**src/rtl/tcam_route_if.sv**
```systemverilog
// Command and hit-stream bundle for the routing TCAM.
// The master side issues commands and accepts hit beats. The slave side is the TCAM.
interface tcam_route_if #(
    parameter int ID_Width      = 4,
    parameter int Axon_Width    = 2,
    parameter int Synapse_Width = 2,
    parameter int Weight_Width  = 4,
    parameter int Words         = 16
);
    localparam int AddressSize = $clog2(Words);
    localparam int Bits        = ID_Width + Axon_Width + Synapse_Width;

    logic [2:0]                       MODE;
    logic                             cmd_valid;
    logic                             cmd_ready;
    logic [ID_Width-1:0]              PacketID_In;
    logic [Bits-1:0]                  Data_In;
    logic [Bits-1:0]                  Mskb_In;
    logic [ID_Width+Weight_Width-1:0] Payload_In;
    logic [AddressSize-1:0]           A_In;
    logic                             Vbi_In;
    logic [Bits-1:0]                  DO;
    logic [Bits-1:0]                  Mko_Out;
    logic                             Vbo_Out;
    logic [ID_Width-1:0]              DstID_Out;
    logic [Weight_Width-1:0]          Weight_Out;
    logic [AddressSize-1:0]           Addr_Out;
    logic                             out_valid;
    logic                             out_ready;
    logic [AddressSize:0]             Hit_Count;
    logic                             Done;

    modport master (
        output MODE, cmd_valid, PacketID_In, Data_In, Mskb_In, Payload_In, A_In, Vbi_In, out_ready,
        input  cmd_ready, DO, Mko_Out, Vbo_Out, DstID_Out, Weight_Out, Addr_Out, out_valid,
               Hit_Count, Done
    );

    modport slave (
        input  MODE, cmd_valid, PacketID_In, Data_In, Mskb_In, Payload_In, A_In, Vbi_In, out_ready,
        output cmd_ready, DO, Mko_Out, Vbo_Out, DstID_Out, Weight_Out, Addr_Out, out_valid,
               Hit_Count, Done
    );
endinterface

```
**src/rtl/tcam_route_mem.sv**
```systemverilog
// Masked-key routing TCAM. A fire or compare lookup registers a hit vector.
// Every hit is then streamed in ascending address order, one beat per cycle.
//  state    | meaning
//  S_IDLE   | waiting for a command, cmd_ready high
//  S_WRITE  | commit the latched entry to the table
//  S_READ   | register key/mask/valid of the latched address
//  S_MATCH  | evaluate all entries, latch hit vector and count
//  S_STREAM | present lowest remaining hit until the vector drains
//  S_FLUSH  | clear every valid bit
//  S_DONE   | one-cycle Done pulse
module tcam_route_mem #(
    parameter int ID_Width      = 4,
    parameter int Axon_Width    = 2,
    parameter int Synapse_Width = 2,
    parameter int Weight_Width  = 4,
    parameter int Words         = 16
) (
    input logic          clk,
    input logic          rst_n,
    tcam_route_if.slave  bus
);
    localparam int AddressSize = $clog2(Words);
    localparam int Bits        = ID_Width + Axon_Width + Synapse_Width;
    localparam int PayW        = ID_Width + Weight_Width;
    localparam int AxSy        = Axon_Width + Synapse_Width;

    localparam logic [2:0] S_IDLE   = 3'd0;
    localparam logic [2:0] S_WRITE  = 3'd1;
    localparam logic [2:0] S_READ   = 3'd2;
    localparam logic [2:0] S_MATCH  = 3'd3;
    localparam logic [2:0] S_STREAM = 3'd4;
    localparam logic [2:0] S_FLUSH  = 3'd5;
    localparam logic [2:0] S_DONE   = 3'd6;

    localparam logic [2:0] M_WRITE  = 3'b001;
    localparam logic [2:0] M_READ   = 3'b010;
    localparam logic [2:0] M_FIRE   = 3'b011;
    localparam logic [2:0] M_CMP    = 3'b100;
    localparam logic [2:0] M_FLUSH  = 3'b101;

    logic [2:0]             state;
    logic [AddressSize-1:0] a_q;
    logic [Bits-1:0]        key_q;
    logic [Bits-1:0]        mask_q;
    logic [PayW-1:0]        pay_q;
    logic                   vbi_q;

    logic [Bits-1:0]        key_mem  [Words];
    logic [Bits-1:0]        care_mem [Words];
    logic [PayW-1:0]        pay_mem  [Words];
    logic [Words-1:0]       valid_q;
    logic [Words-1:0]       hit_q;
    logic [AddressSize:0]   hit_cnt_q;
    logic [Bits-1:0]        do_q;
    logic [Bits-1:0]        mko_q;
    logic                   vbo_q;

    logic [Words-1:0]       hit_next;
    logic [AddressSize:0]   cnt_next;
    logic [AddressSize-1:0] sel_idx;
    logic                   sel_found;
    logic [Words-1:0]       hit_rest;
    logic                   beat;

    // key_q/mask_q double as search key/search mask during a lookup
    always_comb begin
        hit_next = '0;
        cnt_next = '0;
        for (int i = 0; i < Words; i++) begin
            hit_next[i] = valid_q[i] && (((key_mem[i] ^ key_q) & care_mem[i] & mask_q) == '0);
            cnt_next    = cnt_next + (AddressSize+1)'(hit_next[i]);
        end
    end

    always_comb begin
        sel_idx   = '0;
        sel_found = 1'b0;
        for (int i = 0; i < Words; i++) begin
            if (hit_q[i] && !sel_found) begin
                sel_idx   = AddressSize'(i);
                sel_found = 1'b1;
            end
        end
    end

    assign hit_rest = hit_q & ~(Words'(1) << sel_idx);
    assign beat     = (state == S_STREAM);

    always_ff @(posedge clk or negedge rst_n) begin
        if (!rst_n) begin
            state     <= S_IDLE;
            a_q       <= '0;
            key_q     <= '0;
            mask_q    <= '0;
            pay_q     <= '0;
            vbi_q     <= 1'b0;
            valid_q   <= '0;
            hit_q     <= '0;
            hit_cnt_q <= '0;
            do_q      <= '0;
            mko_q     <= '0;
            vbo_q     <= 1'b0;
        end else begin
            case (state)
                S_IDLE: begin
                    if (bus.cmd_valid) begin
                        a_q   <= bus.A_In;
                        pay_q <= bus.Payload_In;
                        vbi_q <= bus.Vbi_In;
                        if (bus.MODE == M_FIRE) begin
                            key_q  <= {bus.PacketID_In, {AxSy{1'b0}}};
                            mask_q <= {{ID_Width{1'b1}}, {AxSy{1'b0}}};
                        end else begin
                            key_q  <= bus.Data_In;
                            mask_q <= bus.Mskb_In;
                        end
                        case (bus.MODE)
                            M_WRITE:        state <= S_WRITE;
                            M_READ:         state <= S_READ;
                            M_FIRE, M_CMP:  state <= S_MATCH;
                            M_FLUSH:        state <= S_FLUSH;
                            default:        state <= S_DONE;
                        endcase
                    end
                end
                S_WRITE: begin
                    valid_q[a_q] <= vbi_q;
                    state        <= S_DONE;
                end
                S_READ: begin
                    do_q  <= key_mem[a_q];
                    mko_q <= care_mem[a_q];
                    vbo_q <= valid_q[a_q];
                    state <= S_DONE;
                end
                S_MATCH: begin
                    hit_q     <= hit_next;
                    hit_cnt_q <= cnt_next;
                    state     <= (hit_next != '0) ? S_STREAM : S_DONE;
                end
                S_STREAM: begin
                    if (bus.out_ready) begin
                        hit_q <= hit_rest;
                        if (hit_rest == '0)
                            state <= S_DONE;
                    end
                end
                S_FLUSH: begin
                    valid_q <= '0;
                    state   <= S_DONE;
                end
                default: state <= S_IDLE;
            endcase
        end
    end

    // table contents are not reset; only valid bits qualify them
    always_ff @(posedge clk) begin
        if (state == S_WRITE) begin
            key_mem[a_q]  <= key_q;
            care_mem[a_q] <= mask_q;
            pay_mem[a_q]  <= pay_q;
        end
    end

    assign bus.cmd_ready  = (state == S_IDLE);
    assign bus.Done       = (state == S_DONE);
    assign bus.out_valid  = beat;
    assign bus.Addr_Out   = beat ? sel_idx : '0;
    assign bus.DstID_Out  = beat ? pay_mem[sel_idx][PayW-1:Weight_Width] : '0;
    assign bus.Weight_Out = beat ? pay_mem[sel_idx][Weight_Width-1:0] : '0;
    assign bus.Hit_Count  = hit_cnt_q;
    assign bus.DO         = do_q;
    assign bus.Mko_Out    = mko_q;
    assign bus.Vbo_Out    = vbo_q;
endmodule
```
**src/flat_wrapper.sv**
```systemverilog
// flat-port wrapper written by rule: the top's interface ports become plain ports
module tcam_route_mem_flat 
#(
    parameter int ID_Width      = 4,
    parameter int Axon_Width    = 2,
    parameter int Synapse_Width = 2,
    parameter int Weight_Width  = 4,
    parameter int Words         = 16
)
  (clk, rst_n, bus_MODE, bus_cmd_valid, bus_PacketID_In, bus_Data_In, bus_Mskb_In, bus_Payload_In, bus_A_In, bus_Vbi_In, bus_out_ready, bus_cmd_ready, bus_DO, bus_Mko_Out, bus_Vbo_Out, bus_DstID_Out, bus_Weight_Out, bus_Addr_Out, bus_out_valid, bus_Hit_Count, bus_Done);
  tcam_route_if #(.ID_Width(ID_Width), .Axon_Width(Axon_Width), .Synapse_Width(Synapse_Width), .Weight_Width(Weight_Width), .Words(Words)) bus_i ();
  input logic clk;
  input logic rst_n;
  input wire logic [$bits(bus_i.MODE)-1:0] bus_MODE;
  input wire logic [$bits(bus_i.cmd_valid)-1:0] bus_cmd_valid;
  input wire logic [$bits(bus_i.PacketID_In)-1:0] bus_PacketID_In;
  input wire logic [$bits(bus_i.Data_In)-1:0] bus_Data_In;
  input wire logic [$bits(bus_i.Mskb_In)-1:0] bus_Mskb_In;
  input wire logic [$bits(bus_i.Payload_In)-1:0] bus_Payload_In;
  input wire logic [$bits(bus_i.A_In)-1:0] bus_A_In;
  input wire logic [$bits(bus_i.Vbi_In)-1:0] bus_Vbi_In;
  input wire logic [$bits(bus_i.out_ready)-1:0] bus_out_ready;
  output wire logic [$bits(bus_i.cmd_ready)-1:0] bus_cmd_ready;
  output wire logic [$bits(bus_i.DO)-1:0] bus_DO;
  output wire logic [$bits(bus_i.Mko_Out)-1:0] bus_Mko_Out;
  output wire logic [$bits(bus_i.Vbo_Out)-1:0] bus_Vbo_Out;
  output wire logic [$bits(bus_i.DstID_Out)-1:0] bus_DstID_Out;
  output wire logic [$bits(bus_i.Weight_Out)-1:0] bus_Weight_Out;
  output wire logic [$bits(bus_i.Addr_Out)-1:0] bus_Addr_Out;
  output wire logic [$bits(bus_i.out_valid)-1:0] bus_out_valid;
  output wire logic [$bits(bus_i.Hit_Count)-1:0] bus_Hit_Count;
  output wire logic [$bits(bus_i.Done)-1:0] bus_Done;
  assign bus_i.MODE = bus_MODE;
  assign bus_i.cmd_valid = bus_cmd_valid;
  assign bus_i.PacketID_In = bus_PacketID_In;
  assign bus_i.Data_In = bus_Data_In;
  assign bus_i.Mskb_In = bus_Mskb_In;
  assign bus_i.Payload_In = bus_Payload_In;
  assign bus_i.A_In = bus_A_In;
  assign bus_i.Vbi_In = bus_Vbi_In;
  assign bus_i.out_ready = bus_out_ready;
  assign bus_cmd_ready = bus_i.cmd_ready;
  assign bus_DO = bus_i.DO;
  assign bus_Mko_Out = bus_i.Mko_Out;
  assign bus_Vbo_Out = bus_i.Vbo_Out;
  assign bus_DstID_Out = bus_i.DstID_Out;
  assign bus_Weight_Out = bus_i.Weight_Out;
  assign bus_Addr_Out = bus_i.Addr_Out;
  assign bus_out_valid = bus_i.out_valid;
  assign bus_Hit_Count = bus_i.Hit_Count;
  assign bus_Done = bus_i.Done;
  tcam_route_mem #(.ID_Width(ID_Width), .Axon_Width(Axon_Width), .Synapse_Width(Synapse_Width), .Weight_Width(Weight_Width), .Words(Words)) u_core (.clk(clk), .rst_n(rst_n), .bus(bus_i));
endmodule
```
**config.mk**
```make
export PLATFORM = sky130hd
export DESIGN_NAME = tcam_route_mem_flat
export DESIGN_NICKNAME = d
export VERILOG_FILES = /design/src/rtl/tcam_route_if.sv /design/src/rtl/tcam_route_mem.sv /design/src/flat_wrapper.sv
export SDC_FILE = /design/constraint.sdc
export NUM_CORES = 1
export LEC_CHECK = 0
export ABC_AREA = 1
export CAP_MARGIN = 10
export CORE_MARGIN = 1.5
export CORE_UTILIZATION = 53
export DETAILED_ROUTE_END_ITERATION = 6
export PLACE_DENSITY_LB_ADDON = 0.2
export SYNTH_ARGS = -nofsm -noshare
export SYNTH_HDL_FRONTEND = slang
export SYNTH_SLANG_ARGS = --single-unit
```
**constraint.sdc**
```tcl
create_clock -name clk -period 5.7 [get_ports clk]
set_clock_uncertainty 0.15 [all_clocks]
set_input_delay 1.71 -clock clk [delete_from_list [all_inputs] [get_ports clk]]
set_output_delay 1.71 -clock clk [all_outputs]
set_load 0.02 [all_outputs]
```
# After elaboration in Yosys (flattened, before gate mapping)
# Memory sizes are Yosys's and may differ from the RTL's. A register that Yosys moved wholly into a read port is not among the register bits.
# Index checks and enable logic that the tools add are counted.
# classes
shifts,1
reduce_logical,75
order_cmp,2
add_sub_neg,15
eq_ne,14
muxes,51
bitwise,50
n_div,0
multipliers,0
# op_table
cell,n
bitwise AND 8 bit,32
logical NOT 8 bit,16
bitwise XOR 8 bit,16
adder 5 x 1 -> 5 bit,14
case mux 16 bit (2 select lines),2
2-to-1 mux 4 bit,11
logical AND 1 bit,32
case mux 3 bit (4 select lines),2
2-to-1 mux 3 bit,7
2-to-1 mux 1 bit,20
logical NOT 1 bit,17
bitwise AND 16 bit,1
bitwise mux 16 bit,1
logical NOT 16 bit,1
2-to-1 mux 16 bit,1
2-to-1 mux 8 bit,2
inverter 16 bit,1
nonzero test 16 bit,1
left shift 1 x 4 -> 16 bit (first input constant),1
== test 3 bit (second input constant),5
== test 3 x 2 -> 1 bit (second input constant),4
== test 3 x 1 -> 1 bit (second input constant),2
2-to-1 mux 2 bit,3
!= test 2 bit (second input constant),3
11 further kinds,13
# word_totals
word_cells,221
mem_bits_ro,0
input_bits,40
latch_bits,0
out_inout_bits,37
ramBits,384
n_memories,3
reg_bits,70
# memory_table
name,words,word_bits,rd,rd_clocked_by_memory_dff,write_ports,line,text
u_core.care_mem,16,8,17,1,1,tcam_route_mem.sv:49,logic [Bits-1:0] care_mem [Words];
u_core.key_mem,16,8,17,1,1,tcam_route_mem.sv:48,logic [Bits-1:0] key_mem [Words];
u_core.pay_mem,16,8,1,0,1,tcam_route_mem.sv:50,logic [PayW-1:0] pay_mem [Words];

# Depth between registers and ports, before layout
# logic_depth
ltp_word,53
ltp_mapped,22

# Least setup slack after synthesis
# Ideal clock, no wire load.
# synth_timing
path_kind,reg2reg
startpoint,register u_core.key_q[3]
endpoint,register u_core.hit_cnt_q[1] (netlist: u_core.bus.Hit_Count[1])
arrival_ns,4.982
path_buffers,2
synth_period_minus_slack_ns,5.250
setup_slack_ns,0.450
setup_ns,0.118
path_stages_with_launch,21
path_cell_list,dfrtp_1 > clkbuf_1 > buf_1 > xor2_1 > nand3_1 > nand2_1 > a311oi_1 > nand4_1 > ha_1 > inv_1 > fa_1 > fa_1 > fa_1 > inv_1 > fa_1 > inv_1 > fa_1 > inv_1 > fa_1 > nand2_1 > nand2_1
# synth_via
elab_chain_cells,20
word_cells_on_any_way,95
# synth_lines
element,line,text
"start, declared",tcam_route_mem.sv:43,logic [Bits-1:0] key_q;
"start signal, assigned",tcam_route_mem.sv:111,"key_q <= {bus.PacketID_In, {AxSy{1'b0}}};"
"start signal, assigned",tcam_route_mem.sv:114,key_q <= bus.Data_In;
bitwise XOR 8 bit,tcam_route_mem.sv:70,hit_next[i] = valid_q[i] && (((key_mem[i] ^ key_q) & care_mem[i] & mask_q) == '0);
bitwise AND 8 bit (2 in series),tcam_route_mem.sv:70,
logical NOT 8 bit,tcam_route_mem.sv:70,
logical AND 1 bit,tcam_route_mem.sv:70,
adder 1 x 1 -> 2 bit,tcam_route_mem.sv:71,cnt_next = cnt_next + (AddressSize+1)'(hit_next[i]);
adder 5 x 1 -> 5 bit (13 in series),tcam_route_mem.sv:71,
adder 5 x 1 -> 5 bit *,tcam_route_mem.sv:71,
net u_core.cnt_next[1],tcam_route_mem.sv:59,logic [AddressSize:0] cnt_next;
"end signal, assigned",tcam_route_mem.sv:138,hit_cnt_q <= cnt_next;
"end, declared",tcam_route_mem.sv:53,logic [AddressSize:0] hit_cnt_q;
# Mark *: on every way through the listed nets, which the timed path passes. The rest lies on a longest branch.
# A chain may end at the register's enable or synchronous reset.

# Final worst setup path
# layout_timing
startpoint,register u_core.key_q[5]
endpoint,register u_core.hit_cnt_q[1] (netlist: u_core.bus.Hit_Count[1])
# Same word-level chain as after synthesis.

==> results.toml <==
[run_status]
status = "finished, final reports clean"

[clocking]
cts.clk_slew.worst_paths_ps = 60
cts.htree.levels = 2
cts_tree = "done"
postCtsHoldBufs = 0
cts_inserted_buffers = 49
root_buffer = "clkbuf_16"
cts_buffer_depth = 3
clkLatencyLatePin_ps = 590
cts_num_sinks = 470

[timing]
rsz0062_at_grt = "no"
tightest_slew_ps = 1170
max_freq_mhz = 184
period_needed_ps = 5440
hold_viol_final = 0
tns_ps = 0
final.period_utilization = 0.955
setup_viol = 0
slew_violations = 0
slew_headroom = 0.218
holdWs_ps = 321

[detailed_routing]
vias_per_cell = 6.23
drt_first_iter_violations = 2587
drcViolationCount = 0
antenna_left = 0
dr.pass1.iters = 7
wl_per_cell_um = 25.0
routed_wl_um = 68200
vias = 17026

[critical_path]
path_max_fanout = 12
critPathKind = "reg2reg"
required_ps = 6030
r2r-start = "u_core.key_q[5]"
crit_path_start = "u_core.key_q[5]"
cp-end-kind = "flip-flop"
cp-start-kind = "flip-flop"
arrival_ps = 5770

[final_layout]
final_nets = 2218
drive_gt1_frac = 0.107
area_growth_pct = 15.5
fin_util = 0.621
fill_cells = 3231
multi_input_area_um2 = 7180
regArea_um2 = 13700

[synthesis]
yosysWarnings = 0
async_flop_share = 0.183
syn_area_um2 = 22000
synthCells = 2047
avgSynthCellArea_um2 = 10.7
synth.distinct_cells = 53
ys_seq_area_frac = 0.623
synthTopCellsByArea = "edfxtp_1 (52%), dfrtp_1 (9.8%), nand2_1 (5.1%), inv_1 (3.7%), nor2_1 (3.3%)"
ys_seq_elements = 470
synth_edf_count = 384
synth_top_area_frac = 0.525
yosys.area.top_type = "edfxtp_1"
yosys-top-cells-count = "edfxtp_1 (384), nand2_1 (301), inv_1 (215)"
synth.most_common_cell = "edfxtp_1"
synthesis.nets = 2104
synthFlopType = "edfxtp_1"

[power_and_ir_drop]
combPwrFrac = 0.441
switching_share = 0.429
internal_power_uw = 8210
p_leak_uw = 0.00975
power_density_nw_per_um2 = 567
seq_power_share = 0.337
clkPwrFrac = 0.222
irDropWorstVdd_v = 0.000311
p_switching_uw = 6170

[die]
design.core.area_um2 = 40800
start_util = 0.538
die_area_um2 = 42700
row_count = 74
die_x_um = 207
die_h_um = 207
num_io_pins = 77

[placed_design]
dp_hpwl_um = 43700
portBuffers = 76
finalWeightedCongestion = 0.954

[grt]
grt_pass1_vias = 16145
antenna_found_initial = 2
grt.total_usage = 0.320
grt_max_degree = 67
grt_pass1_wl_um = 99600
grt-ovfl-total = 0

[run]
cap_violations = 0

[hold_path]
min_from = "u_core.bus.Hit_Count[1]"
hold_class = "reg2reg"
-- state kept, by name, summed over array words and instances (netlist names), 16 cells and up --
| signal | count |
|---|---|
| u_core.pay_mem | 128 |
| u_core.valid_q | 16 |
| u_core.key_mem | 128 |
| u_core.care_mem | 128 |
| u_core.hit_q | 16 |
-- final timing paths --
path                                                 to  slack (ps)  depth (start not counted)
worst max-delay path            u_core.bus.Hit_Count[1]         260                         19
worst min-delay path            u_core.bus.Hit_Count[1]         320                          2
worst max register to register  u_core.bus.Hit_Count[1]         260                         19
worst min register to register  u_core.bus.Hit_Count[1]         320                          2
max in group asynchronous               u_core.key_q[0]        3190                          2
min in group asynchronous       u_core.bus.Hit_Count[0]        1110                          1
-- placed cells by master (no fill, tap or decap), drive strengths merged, types with 18 or more instances in the layout --
cell type	synthesis	final
clkbuf	78	62
a22oi	65	65
dfrtp	86	86
buf	20	82
nor2	215	215
o211ai	18	18
clkinv	8	26
edfxtp	384	384
nand4	39	39
o21ai	130	130
clkdlybuf4s50	0	67
nand3	149	151
a31oi	37	37
inv	216	217
o221ai	32	32
a21oi	61	61
xor2	50	50
a211oi	24	24
nor3	26	26
nand2	308	310
-- power by group through the flow --
stage / combinational, uW / clock (uW) / sequential [uW]
global route: 6820 / 3340 / 4890
floorplan: 3830 / 0 / 4870
finish: 6340 / 3190 / 4850
global placement: 5790 / 0 / 4880
CTS: 5950 / 3200 / 4830
detailed placement: 5870 / 0 / 4900
-- critical path, cell delays in order, from the launching register on --
cell	delay (ps)
dfrtp_1	630
buf_4	280
nand2_1	80
nand4_1	120
o21ai_0	160
nor3_1	520
nand4_1	280
inv_1	140
fa_1	410
inv_1	90
fa_1	410
fa_1	490
inv_1	50
fa_1	480
inv_1	50
fa_1	380
inv_1	100
fa_1	390
nand2_1	80
nand2_1	50
-- final cells by class --
class                   instances  share of cell area
clock inverters                27              0.0104
multi-input cells            1259               0.283
diodes                          1           0.0000987
repair buffers                157              0.0556
well taps                     532              0.0262
inverters                     224              0.0334
flip-flops and latches        470               0.540
clock buffers                  62              0.0515
-- cells by family after synthesis --
logic type / Yosys count / share of synthesized area
and+or+nand+nor: 764 / 0.158
DFF: 470 / 0.623
AOI/OAI and AO/OA: 413 / 0.121
buffers and inverters: 322 / 0.0594
xor gates and xnor gates: 53 / 0.0211
adders and majority gates: 17 / 0.0131
muxes: 8 / 0.00410
-- metal layers --
metal,GRT usage,up-vias,share of wire
li1,-,7514,-
met1,0.454,8279,0.40
met2,0.489,1058,0.45
met3,0.0604,175,0.11
met4,0.127,0,0.040
met5,0,-,0
-- through the flow --
step	setup slack (ps)	power, uW	instance area, um^2	cells
6_report	257	14400	25400	2732
4_1_cts	0.934	14000	25100	2717
5_1_grt	10.3	15100	25400	2731
2_1_floorplan	450	8700	22000	2047
3_5_place_dp	449	10800	23600	2628
3_3_place_gp	536	10700	23600	2628
-- repair_timing --
| item | in CTS | in global routing |
|---|---|---|
| cloned | 0 | 4 |
| setup endpoints to repair | 8 | 10 |
| setup buffers | 0 | 10 |
| gates resized for setup | 4 | 18 |
| pin swaps | 1 | 2 |
Note: power is estimated with default switching activity, not from simulation.
